===== src/rtl/writeback_sequencer.sv =====
// writeback_sequencer: registered writeback stage behind the PE destination routing.
// Accepts one result per instruction, issues a single-cycle register-file write and
// multicasts the result to every selected output channel with per-channel valid/ready,
// holding off the issue stage until every targeted channel has accepted.
//
// Ports:
//   clock, reset                  rising-edge clock, asynchronous active-low reset
//   issue_valid / issue_ready     result handshake with the issue stage
//   datapath_result, dt, di, oci  result word, destination type, register index, channel mask
//   register_write_*              one-cycle register-file write (enable, index, data)
//   output_channel_valid/ready    per-channel handshake
//   output_channel_data           per-channel word, zero when that channel's valid is low
//   writeback_busy                high while a multicast is draining
//
// Optional feature (macro TIA_WRITEBACK_STATS_EN): adds saturating 32-bit counters
// stall_cycle_count and sends_count as extra outputs.
module writeback_sequencer #(
    parameter int unsigned TIA_WORD_WIDTH          = 32,
    parameter int unsigned TIA_NUM_OUTPUT_CHANNELS = 4,
    parameter int unsigned TIA_DT_WIDTH            = 2,
    parameter int unsigned TIA_DI_WIDTH            = 3,
    parameter logic [TIA_DT_WIDTH-1:0] TIA_DESTINATION_TYPE_REGISTER = TIA_DT_WIDTH'(1)
) (
    input  logic                                                  clock,
    input  logic                                                  reset,
    input  logic                                                  issue_valid,
    output logic                                                  issue_ready,
    input  logic [TIA_WORD_WIDTH-1:0]                             datapath_result,
    input  logic [TIA_DT_WIDTH-1:0]                               dt,
    input  logic [TIA_DI_WIDTH-1:0]                               di,
    input  logic [TIA_NUM_OUTPUT_CHANNELS-1:0]                    oci,
    output logic                                                  register_write_enable,
    output logic [TIA_DI_WIDTH-1:0]                               register_write_index,
    output logic [TIA_WORD_WIDTH-1:0]                             register_write_data,
    output logic [TIA_NUM_OUTPUT_CHANNELS-1:0]                    output_channel_valid,
    input  logic [TIA_NUM_OUTPUT_CHANNELS-1:0]                    output_channel_ready,
    output logic [TIA_NUM_OUTPUT_CHANNELS-1:0][TIA_WORD_WIDTH-1:0] output_channel_data,
    output logic                                                  writeback_busy
`ifdef TIA_WRITEBACK_STATS_EN
    ,
    output logic [31:0]                                           stall_cycle_count,
    output logic [31:0]                                           sends_count
`endif
);

    typedef enum logic {StIdle, StDrain} state_e;

    state_e                              state_q, state_d;
    logic [TIA_NUM_OUTPUT_CHANNELS-1:0]  pending_q, pending_d;
    logic [TIA_WORD_WIDTH-1:0]           held_q, held_d;
    logic                                rf_we_q, rf_we_d;
    logic [TIA_DI_WIDTH-1:0]             rf_idx_q, rf_idx_d;
    logic [TIA_WORD_WIDTH-1:0]           rf_data_q, rf_data_d;

    logic [TIA_NUM_OUTPUT_CHANNELS-1:0]  fire;
    logic [TIA_NUM_OUTPUT_CHANNELS-1:0]  remaining;
    logic                                accept;

    // Handshake decode. issue_ready depends combinationally on the channel readies so a
    // new result can be taken in the same cycle the last outstanding channel fires.
    always_comb begin
        output_channel_valid = (state_q == StDrain) ? pending_q : '0;
        fire                 = output_channel_valid & output_channel_ready;
        remaining            = pending_q & ~fire;
        issue_ready          = (state_q == StIdle) || (remaining == '0);
        accept               = issue_valid && issue_ready;
    end

    always_comb begin
        state_d   = state_q;
        pending_d = remaining;
        held_d    = held_q;
        rf_we_d   = 1'b0;
        rf_idx_d  = '0;
        rf_data_d = '0;

        if (state_q == StDrain && remaining == '0) begin
            state_d = StIdle;
        end

        if (accept) begin
            held_d    = datapath_result;
            pending_d = oci;
            state_d   = (oci != '0) ? StDrain : StIdle;
            if (dt == TIA_DESTINATION_TYPE_REGISTER) begin
                rf_we_d   = 1'b1;
                rf_idx_d  = di;
                rf_data_d = datapath_result;
            end
        end
    end

    always_ff @(posedge clock or negedge reset) begin
        if (!reset) begin
            state_q   <= StIdle;
            pending_q <= '0;
            held_q    <= '0;
            rf_we_q   <= 1'b0;
            rf_idx_q  <= '0;
            rf_data_q <= '0;
        end else begin
            state_q   <= state_d;
            pending_q <= pending_d;
            held_q    <= held_d;
            rf_we_q   <= rf_we_d;
            rf_idx_q  <= rf_idx_d;
            rf_data_q <= rf_data_d;
        end
    end

    always_comb begin
        for (int i = 0; i < int'(TIA_NUM_OUTPUT_CHANNELS); i++) begin
            output_channel_data[i] = output_channel_valid[i] ? held_q : '0;
        end
    end

    assign register_write_enable = rf_we_q;
    assign register_write_index  = rf_idx_q;
    assign register_write_data   = rf_data_q;
    assign writeback_busy        = (state_q == StDrain);

`ifdef TIA_WRITEBACK_STATS_EN
    logic [31:0] stall_q, stall_d;
    logic [31:0] sends_q, sends_d;
    logic [32:0] sends_sum;

    always_comb begin
        stall_d = stall_q;
        if (issue_valid && !issue_ready && stall_q != '1) begin
            stall_d = stall_q + 32'd1;
        end
        sends_sum = {1'b0, sends_q};
        for (int i = 0; i < int'(TIA_NUM_OUTPUT_CHANNELS); i++) begin
            sends_sum = sends_sum + 33'(fire[i]);
        end
        // Saturate instead of wrapping.
        sends_d = sends_sum[32] ? '1 : sends_sum[31:0];
    end

    always_ff @(posedge clock or negedge reset) begin
        if (!reset) begin
            stall_q <= '0;
            sends_q <= '0;
        end else begin
            stall_q <= stall_d;
            sends_q <= sends_d;
        end
    end

    assign stall_cycle_count = stall_q;
    assign sends_count       = sends_q;
`endif

endmodule

===== config.mk =====
export PLATFORM = sky130hd
export DESIGN_NAME = writeback_sequencer
export DESIGN_NICKNAME = d
export VERILOG_FILES = /design/src/rtl/writeback_sequencer.sv
export SDC_FILE = /design/constraint.sdc
export NUM_CORES = 1
export LEC_CHECK = 0
export CAP_MARGIN = 20
export CORE_MARGIN = 2
export CORE_UTILIZATION = 43
export DETAILED_ROUTE_END_ITERATION = 7
export DONT_BUFFER_PORTS = 1
export MAX_ROUTING_LAYER = met4
export PLACE_DENSITY_LB_ADDON = 0.15
export SYNTH_ARGS = -nofsm -noshare
export SYNTH_HDL_FRONTEND = slang
export SYNTH_SLANG_ARGS = --single-unit

===== constraint.sdc =====
create_clock -name clock -period 4.1 [get_ports clock]
set_clock_uncertainty 0.05 [all_clocks]
set_input_delay 0.82 -clock clock [delete_from_list [all_inputs] [get_ports clock]]
set_output_delay 0.82 -clock clock [all_outputs]
set_load 0.005 [all_outputs]

; Word-level counts from Yosys, hierarchy flattened
; Cells that the tools add are included.
[word_totals]
reg_bits = 73
inputBits = 48
output_inout_bits = 170
elab_cells = 32
[op_classes]
n_eq_ne = 1
mux = 15
bitwise_logic = 4
n_reduce_logical = 6
[ops]
columns = cell, n
row1 = two-way mux 32 bit, 6
row2 = bitwise AND 4 bit, 2
row3 = two-way mux 4 bit, 2
row4 = two-way mux 3 bit, 2
row5 = two-way mux 1 bit, 5
row6 = logical NOT 4 bit, 1
row7 = NOT 4 bit, 1
row8 = nonzero test 4 bit, 1
row9 = equality test 2 x 1 -> 1 bit (second input constant), 1
row10 = logical AND 1 bit, 2
row11 = nonzero test 2 bit, 1
row12 = logical OR 1 bit, 1
row13 = NOT 1 bit, 1

; Logic depth before layout (Yosys ltp)
[depth]
depth_word = 8
depth_mapped = 7
ltp_nobuf = 4

; Worst setup path before layout
; OpenSTA, ideal clock, no wires.
[synth_path]
path_kind = input port to output port
start = input output_channel_ready[3]
end = output issue_ready
arrival_ns = 1.738
required_time_ns = 3.230
slack_ns = 1.492
cell_stages = 6
n_path_buf = 3
cell_sequence = nor2b_1 -> clkbuf_2 -> o41a_1 -> buf_6 -> buf_6 -> inv_2
[synth_between]
elab_chain_len = 5
[synth_lines]
columns = item, line
row1 = from (decl), 36  ; input logic [TIA_NUM_OUTPUT_CHANNELS-1:0] output_channel_ready,
row2 = bitwise AND 4 bit, 63  ; fire = output_channel_valid & output_channel_ready;
row3 = NOT 4 bit, 64  ; remaining = pending_q & ~fire;
row4 = bitwise AND 4 bit, 64
row5 = logical NOT 4 bit, 65  ; issue_ready = (state_q == StIdle) || (remaining == '0);
row6 = logical OR 1 bit, 65
row7 = to (decl), 27  ; output logic issue_ready,
; Every way passes these cells.

==> results.md <==
* Post-synthesis compound-gate area fraction at 0.122
* Worst Path Max Fanout at 124
* Clk buf depth at 2
* Clock root buffer: clkbuf_8
* Adder-cell area share of the yosys netlist at 0
* Placed cell area at 4560 um2
* CP arrival at 2.07 ns
* Synth warnings at 0
* Clock Pin Slew Worst Setup and Hold Paths at 0.08 ns
* Detailed Routing Iterations Pass 1 at 4
* Diodes inserted at 0
* Combinational family with the most area after synthesis: simple AND/OR/NAND/NOR gates
* Syn avg cell area at 9.29 um2
* Port bufs at 0
* Drt total wl at 12,400 um
* Gr ovfl total at 0
* HPWL after DPL at 7510 um
* Starting DRC count in detailed routing at 174
* Cells after Synth at 493
* Die area at 11,500 um2
* Share of the synthesized area in the top cell type at 0.399
* Share of layout cells above drive strength 1 at 0.152
* Final RePlAce weighted congestion at 0.745
* Num CTS Buffers at 9
* HP Class: in -> async
* Fin crit share at 0.716
* Final hold violations at 0
* Htree depth at 3
* Status: finished clean
* Post-synthesis mux area share at 0
* Final worst path period need at 2.94 ns
* Global-route wire length before repair at 18,300 um
* Rows at 37
* Clock sink total at 73
* Kind of critical path: reg -> out
* Syn nets at 541
* Starting Density at 0.444
* # IOs at 218
* Post-cts resize count at 0
* Crit-path slowest cell: dfrtp_4
* Slew @ Worst Pin at 0.989 ns
* DRC viols at 0
* Largest cells by area after synthesis: dfrtp_1, and3_1, nor3b_2
* Flops & latches, synth at 73
* Routed vias at 3,603
* GR Util All Layers at 0.211
* Static leakage at 0.00232 uW
* Die height at 107 um
* Max-slew headroom at 0.341
* Fmax at 0.341 GHz
* Mapped cell area at 4580 um2
* Vias in the first global route at 3,283
* Max-slew violation count at 0
* Antenna Nets Post-Route at 0
* Antenna violations before repair at 0
* Setup bufs post-CTS at 0
* Die Wd at 107 um
* FILL cells at 1,005
* P&R area growth vs syn at 5.33%
* CP Data Required Time at 3.23 ns
* Post-Synth Simple-Gate Area at 0.411
* # nets final at 497
* Largest area contributor in the netlist: dfrtp_1
* CP Capture Type: output pin
* Final TNS setup at 0 ns
* CP cell instances: buf_4 > and3_1
* RSZ-0062 raised after global routing: false
* Largest net degree at the start of global routing at 125
* Pwr dens at 594 nW/um2
* Worst-Skew Late Latency at 0.35 ns
* XOR/XNOR Fraction of Synth Area at 0
* Final instance area at 4820 um2
* CTS Hold Buffers Added at 0
* CP Launch Type: flip-flop
* Synth cell types at 18
* Wire length per cell at 20.9 um
* Core area at 10,300 um2
* Vias per cell at 6.11
* Setup Viol. Count Final at 0
* Power Total at 2860 uW
* Crit-path max cell delay at 0.98 ns
* CTS tree: yes
* Register area share after synthesis at 0.399
* VDD IR max at 236 uV
* Max Cap Violations at 0
* Worst Hold Margin at 0.101 ns
-- final timing paths --
path / startpoint / endpoint / slack, ns / cells past startpoint
max: writeback_busy / output_channel_data[19] / 1.16 / 2
min: reset / register_write_data[10] / 0.10 / 0
min in group clock: held_q[6] / held_q[6] / 0.54 / 2
max reg2reg: writeback_busy / held_q[14] / 1.56 / 3
min reg2reg: held_q[6] / held_q[6] / 0.54 / 2
max in group asynchronous: reset / held_q[24] / 3.79 / 0
-- sequential cells by signal, indices dropped and copies added (netlist names) --
register               cells
held_q                    32
register_write_data       32
pending_q                  4
register_write_index       3
register_write_enable      1
writeback_busy             1
-- critical path, delay by kind of cell, from the launching register on --
family,cells,cell delay [ns]
buffers and inverters,1,0.43
flip-flops,1,0.98
AND/OR/NAND/NOR,1,0.25
-- metrics by stage --
stage	setup slack [ns]	utilization	cells
finish	1.16	0.467	590
global route	1.04	0.467	590
CTS	1.19	0.467	590
detailed placement	1.16	0.442	574
global placement	1.23	0.440	573
floorplan	1.49	-	493
-- routing by layer --
| layer | wire length, um | GRT usage | vias up |
|---|---|---|---|
| li1 | - | - | 1683 |
| met1 | 5530 | 0.279 | 1754 |
| met5 | 0 | - | - |
| met2 | 5810 | 0.325 | 152 |
| met3 | 818 | 0.0401 | 14 |
| met4 | 192 | 0.0733 | 0 |
-- final cells by class --
type,count,area [um2],share of cell area
repair buffers,11,90.1,0.0187
clock buffers,12,165,0.0342
flip-flops and latches,73,1830,0.379
inverters,1,3.75,0.000778
well taps,136,170,0.0353
multi-input cells,353,2470,0.511
clock inverters,4,97.6,0.0202
-- where the power goes --
part	total (uW)	internal, uW	switching [uW]
clock	735	454	281
sequential	1170	890	280
combinational	959	401	558
total	2860	1750	1120
-- cells in the mapped netlist, drive strengths merged --
cell type and instances:
and3 128, nor2b 4, clkbuf 58, nor3b 35, nand3b 1, o41ai 33, and2 36, buf 8
o21ai 4, o211ai 32, nand3 4, nor2 1, nand2 41, inv 1, nand2b 33, o41a 1
dfrtp 73
-- cell families (layout without fill, tap and decap cells) --
group,Yosys count,in the layout
simple gates,283,283
compound gates,70,70
buf+inv,67,28
flops,73,73
-- layout by cell type (no fill, tap or decap) --
master,n
o21ai_1,4
buf_8,1
clkbuf_8,12
nand3_1,4
and3_1,128
clkinvlp_4,1
nor2_1,1
nor3b_2,35
dfrtp_4,1
nor2b_2,1
nor2b_4,3
buf_4,10
nand2b_1,33
and2_1,36
nand2_1,41
o211ai_1,32
o41ai_1,33
bufinv_16,3
inv_2,1
o41a_2,1
dfrtp_1,72
nand3b_1,1
Power figures use the tool's default switching activity.
